### src/rtl/gaplus_hv_timing.sv
// Gaplus raster timing: pixel/line counters, blanking, sync, frame counter and VBLANK IRQ.
// Every output is registered from the next-state counts so it lines up with PH/PV.
module gaplus_hv_timing #(
  parameter int H_TOTAL     = 384,
  parameter int H_BLK_END   = 16,
  parameter int H_BLK_START = 304,
  parameter int H_SYNC_POS  = 320,
  parameter int H_SYNC_LEN  = 32,
  parameter int V_TOTAL     = 264,
  parameter int V_BLK_START = 224,
  parameter int V_SYNC_POS  = 236,
  parameter int V_SYNC_LEN  = 3
) (
  input  logic       VCLK,
  input  logic       RESET,
  input  logic [3:0] HOFS,
  input  logic [2:0] VOFS,
  input  logic       IRQ_EN,
  input  logic       IRQ_ACK,
  output logic [8:0] PH,
  output logic [8:0] PV,
  output logic       HBLANK,
  output logic       VBLANK,
  output logic       HSYNC,
  output logic       VSYNC,
  output logic       CSYNC_N,
  output logic [7:0] FRAME,
  output logic       IRQ
);

  localparam logic [8:0]        H_LAST      = 9'(H_TOTAL - 1);
  localparam logic [8:0]        V_LAST      = 9'(V_TOTAL - 1);
  localparam logic [8:0]        H_BLK_END_C = 9'(H_BLK_END);
  localparam logic [8:0]        H_BLK_STA_C = 9'(H_BLK_START);
  localparam logic [8:0]        V_BLK_STA_C = 9'(V_BLK_START);
  localparam logic signed [9:0] H_SYNC_POS_S = 10'(H_SYNC_POS);
  localparam logic signed [9:0] H_SYNC_LEN_S = 10'(H_SYNC_LEN);
  localparam logic signed [9:0] V_SYNC_POS_S = 10'(V_SYNC_POS);
  localparam logic signed [9:0] V_SYNC_LEN_S = 10'(V_SYNC_LEN);

  function automatic logic signed [9:0] sext_h(input logic [3:0] v);
    return $signed({{6{v[3]}}, v});
  endfunction

  function automatic logic signed [9:0] sext_v(input logic [2:0] v);
    return $signed({{7{v[2]}}, v});
  endfunction

  // Half-open window [start, start+len) on a position count.
  function automatic logic in_win(input logic [8:0] pos,
                                  input logic signed [9:0] start,
                                  input logic signed [9:0] len);
    logic signed [9:0] p;
    p = $signed({1'b0, pos});
    return (p >= start) && (p < (start + len));
  endfunction

  logic [8:0] ph_q, ph_d;
  logic [8:0] pv_q, pv_d;
  logic [7:0] frame_q, frame_d;
  logic [3:0] hofs_q, hofs_d;
  logic [2:0] vofs_q, vofs_d;
  logic       hblank_q, hblank_d;
  logic       vblank_q, vblank_d;
  logic       hsync_q, hsync_d;
  logic       vsync_q, vsync_d;
  logic       csync_n_q, csync_n_d;
  logic       irq_q, irq_d;

  logic              line_end;
  logic              frame_end;
  logic              irq_set;
  logic signed [9:0] hs_start;
  logic signed [9:0] vs_start;

  always_comb begin
    line_end  = (ph_q == H_LAST);
    frame_end = line_end && (pv_q == V_LAST);

    ph_d = line_end ? 9'd0 : ph_q + 9'd1;
    pv_d = pv_q;
    if (line_end) begin
      pv_d = (pv_q == V_LAST) ? 9'd0 : pv_q + 9'd1;
    end
    frame_d = frame_end ? frame_q + 8'd1 : frame_q;

    // Offsets only change across the frame boundary so a frame never tears.
    hofs_d = frame_end ? HOFS : hofs_q;
    vofs_d = frame_end ? VOFS : vofs_q;

    hs_start = H_SYNC_POS_S + sext_h(hofs_d);
    vs_start = V_SYNC_POS_S + sext_v(vofs_d);

    hblank_d  = (ph_d < H_BLK_END_C) || (ph_d >= H_BLK_STA_C);
    vblank_d  = (pv_d >= V_BLK_STA_C);
    hsync_d   = in_win(ph_d, hs_start, H_SYNC_LEN_S);
    vsync_d   = in_win(pv_d, vs_start, V_SYNC_LEN_S);
    csync_n_d = ~(hsync_d | vsync_d);

    // A set on the same edge as an acknowledge takes priority.
    irq_set = (ph_d == 9'd0) && (pv_d == V_BLK_STA_C) && IRQ_EN;
    irq_d   = irq_q;
    if (IRQ_ACK || !IRQ_EN) begin
      irq_d = 1'b0;
    end
    if (irq_set) begin
      irq_d = 1'b1;
    end
  end

  always_ff @(posedge VCLK or posedge RESET) begin
    if (RESET) begin
      ph_q      <= 9'd0;
      pv_q      <= 9'd0;
      frame_q   <= 8'd0;
      hofs_q    <= 4'd0;
      vofs_q    <= 3'd0;
      hblank_q  <= 1'b1;
      vblank_q  <= 1'b0;
      hsync_q   <= 1'b0;
      vsync_q   <= 1'b0;
      csync_n_q <= 1'b1;
      irq_q     <= 1'b0;
    end else begin
      ph_q      <= ph_d;
      pv_q      <= pv_d;
      frame_q   <= frame_d;
      hofs_q    <= hofs_d;
      vofs_q    <= vofs_d;
      hblank_q  <= hblank_d;
      vblank_q  <= vblank_d;
      hsync_q   <= hsync_d;
      vsync_q   <= vsync_d;
      csync_n_q <= csync_n_d;
      irq_q     <= irq_d;
    end
  end

  assign PH      = ph_q;
  assign PV      = pv_q;
  assign HBLANK  = hblank_q;
  assign VBLANK  = vblank_q;
  assign HSYNC   = hsync_q;
  assign VSYNC   = vsync_q;
  assign CSYNC_N = csync_n_q;
  assign FRAME   = frame_q;
  assign IRQ     = irq_q;

endmodule
### config.mk
export PLATFORM = sky130hd
export DESIGN_NAME = gaplus_hv_timing
export DESIGN_NICKNAME = d
export VERILOG_FILES = /design/src/rtl/gaplus_hv_timing.sv
export SDC_FILE = /design/constraint.sdc
export NUM_CORES = 1
export LEC_CHECK = 0
export CORE_MARGIN = 3
export CORE_UTILIZATION = 29
export CTS_BUF_LIST = sky130_fd_sc_hd__clkbuf_4
export DETAILED_ROUTE_END_ITERATION = 10
export DONT_BUFFER_PORTS = 1
export MAX_ROUTING_LAYER = met4
export SLEW_MARGIN = 20
export SYNTH_ARGS = -nofsm -noshare
export SYNTH_HDL_FRONTEND = slang
export SYNTH_SLANG_ARGS = --single-unit
export TNS_END_PERCENT = 10
### constraint.sdc
create_clock -name VCLK -period 4.3 [get_ports VCLK]
set_input_delay 0.645 -clock VCLK [delete_from_list [all_inputs] [get_ports VCLK]]
set_output_delay 0.645 -clock VCLK [all_outputs]
set_load 0.02 [all_outputs]
==> flow_metrics.py <==
metrics = {
    "clock_tree": {
        "clock_sinks": 39,
        "cts_hold_buffers": 0,
        "ctsResizeCount": 0,
        "cts_buffers": 5,
        "clock-root-buffer": "clkbuf_4",
        "post_cts_buffers": 0,
        "htreeDepth": 2,
        "cts_tree": "built",
        "cts_buffer_depth": 2,
        "clkTransAtPathRegs_ns": 0.12,
        "clock_latency_ns": 0.34,
    },
    "synthesis": {
        "synth-async-reset-ratio_pct": 100,
        "synth_seq_area_share_pct": 41.8,
        "synthFlopType": "dfrtp_1",
        "syn_nets": 261,
        "ys_ff_latch": 39,
        "synthDistinctLibCells": 46,
        "synth_edf_count": 0,
        "ys_warn_count": 0,
        "netlist_area_um2": 2340,
        "avgSynthCellArea_um2": 10.2,
        "netlist_instances": 229,
    },
    "floorplanning": {
        "rows": 32,
        "num_io_pins": 43,
        "core_area_um2": 7770,
        "dieArea_um2": 9190,
        "start_util_pct": 30.2,
        "die_w_um": 95.9,
        "dieHeight_um": 95.9,
    },
    "drt": {
        "vias": 1633,
        "drt_iter0_drc": 56,
        "avgRoutedWirePerCell_um": 14.9,
        "routed_wl_um": 5020,
        "drc": 0,
        "vias_per_cell": 4.85,
        "dr.pass1.iters": 4,
        "drtAntennaViolNets": 0,
    },
    "cells_and_area": {
        "layout-drive-gt1-share_pct": 12.4,
        "nNetsFinal": 265,
        "fin_cells": 337,
        "area_delta_synth_final_pct": 7.69,
        "fillCellCount": 811,
        "final_cell_area_um2": 2520,
    },
    "setup_path": {
        "path_class": "register to register",
        "worst_setup_path_end_kind": "register",
        "cp_max_fo": 10,
        "cp-start-kind": "register",
        "cp_data_arrival_time_ns": 3.84,
        "cp.required_ns": 4.57,
    },
    "global_routing": {
        "grt_usage_pct": 11.7,
        "antenna_found_initial": 1,
        "grt_start_max_net_pins": 40,
        "grt_pass1_wl_um": 8070,
        "grt_pass1_vias": 1619,
        "overflow": 0,
    },
    "timing": {
        "hold_viol_final": 0,
        "finalCritPeriodShare_pct": 83.0,
        "max_freq_mhz": 280,
        "finalSetupViolCount": 0,
        "min_period_ns": 3.57,
        "worst_slew_pin_slew_ns": 0.657,
        "rsz0062_at_grt": "false",
        "slew_viol_final": 0,
        "slew_headroom_pct": 55.7,
        "fin_skew_ns": 0.00810,
        "tns_ns": 0,
    },
    "hold_path": {
        "hold_path.class": "input port to asynchronous set/reset pin",
    },
    "power_and_ir_drop": {
        "leakage_uw": 0.00120,
        "ir_drop_mv": 0.100,
        "p_per_area_nw_per_um2": 226,
    },
    "place": {
        "place_area_um2": 2460,
        "dp.cells": 328,
        "routabilityCongestion": 0.812,
        "io_buffers": 0,
        "place_hpwl_um": 3900,
    },
    "outcome": {
        "outcome": "completed",
    },
    "flow_run": {
        "drv_cap": 0,
    },
}
[metrics by stage]
| step | utilization, % | hold WS (ns) | worst slack, ns | total power [µW] |
|---|---|---|---|---|
| after floorplan | - | 0.452 | 1.08 | 380 |
| after global placement | 31.7 | 0.478 | 0.821 | 383 |
| after detailed placement | 31.7 | 0.479 | 0.693 | 383 |
| after CTS | 32.4 | 0.319 | 0.672 | 580 |
| after global routing | 32.5 | 0.354 | 0.361 | 592 |
| final | 32.5 | 0.306 | 0.730 | 571 |
[sequential cells by signal, summed over array words and instances, names as in the netlist]
name	flops
PV	9
hofs_q	4
HSYNC	1
VBLANK	1
vofs_q	3
CSYNC_N	1
FRAME	8
PH	9
HBLANK	1
IRQ	1
VSYNC	1
[layout make-up]
cell class	instances	area [µm²]	share of cell area (%)
clock buffer	7	52.6	2.08
inverter	17	63.8	2.53
multi-input combinational	167	1270	50.3
timing repair buffer	3	22.5	0.893
antenna	1	2.50	0.0992
tap	102	128	5.06
clock inverter	1	5.00	0.198
sequential	39	978	38.8
[cell usage after synthesis, types with 3 or more instances]
library cell | n | area [µm²]
o21ai_0 | 14 | 70.1
nor2b_1 | 3 | 18.8
buf_2 | 3 | 15.0
a21oi_1 | 6 | 30.0
nor4_1 | 4 | 25.0
inv_1 | 17 | 63.8
dfrtp_1 | 37 | 926
nand2b_1 | 5 | 31.3
ha_1 | 21 | 263
mux2_2 | 4 | 45.0
nand4_1 | 3 | 18.8
nor2_1 | 9 | 33.8
nand3_1 | 9 | 45.0
mux2i_1 | 6 | 60.1
xor2_1 | 7 | 61.3
nor3_1 | 5 | 25.0
a21o_1 | 6 | 45.0
xnor2_1 | 13 | 114
nand2_1 | 21 | 78.8
o21a_1 | 4 | 30.0
[where the power goes]
part	leakage [µW]	total (µW)	switching (µW)	internal, µW
Combinational	0.000641	8.12	7.04	1.08
Clock	0.0000361	196	120	76.5
Sequential	0.000524	367	0	367
Total	0.00120	571	127	444
[worst max-delay path: stages (launching register included)]
cell and delay, ns:
dfrtp_1 0.56, ha_1 0.32, nand4_2 0.17, nor2_4 0.22, nand3_4 0.12, nor3_2 0.19
buf_4 0.24, mux2i_1 0.30, inv_1 0.10, xnor2_1 0.18, ha_1 0.24, nor2b_1 0.13
o21a_1 0.16, o21a_1 0.15, o21ai_0 0.12, and4bb_2 0.25, nor2_1 0.04
[placed cells by master, fill, tap and decap left out, types with 3 or more instances in the layout]
cell      count
dfrtp_1      37
nand2_1      21
ha_1         21
inv_1        17
o21ai_0      14
xnor2_1      13
nor2_1        9
nand3_1       9
xor2_1        7
clkbuf_4      7
mux2i_1       6
a21oi_1       6
a21o_1        6
nand2b_1      5
nor4_1        4
mux2_2        4
nor3_1        4
o21a_1        4
nand4_1       3
nor2b_1       3
buf_4         3
[cells by family (layout without fill, tap and decap cells)]
| logic type | after synthesis | after routing | synth area share (%) |
|---|---|---|---|
| muxes | 10 | 10 | 4.49 |
| buffers and inverters | 23 | 28 | 4.22 |
| and+or+nand+nor | 79 | 79 | 20.9 |
| adders and majority gates | 21 | 21 | 11.2 |
| xor gates and xnor gates | 20 | 20 | 7.48 |
| other | 0 | 1 | 0 |
| DFF | 39 | 39 | 41.8 |
| AOI/OAI and AO/OA | 37 | 37 | 9.94 |
[path summary, 6_finish.rpt]
check	start	end	slack (ns)	cells past startpoint
worst max-delay path	PH[1]	CSYNC_N	0.73	16
worst min-delay path	RESET	FRAME[3]	0.31	2
worst max register to register	PH[1]	CSYNC_N	0.73	16
worst min register to register	hofs_q[2]	hofs_q[2]	0.51	2
max in group asynchronous	RESET	CSYNC_N	3.64	2
min in group VCLK	IRQ_EN	IRQ	0.46	2
[layer usage]
metal	GRT usage (%)	part of all wire [%]	wire length [µm]
met1	13.6	42	2120
met2	18.9	48	2400
met3	4.38	7.8	392
met4	3.44	1.9	97
met5	-	0	0
No activity file was read; power rests on OpenSTA's default activity.
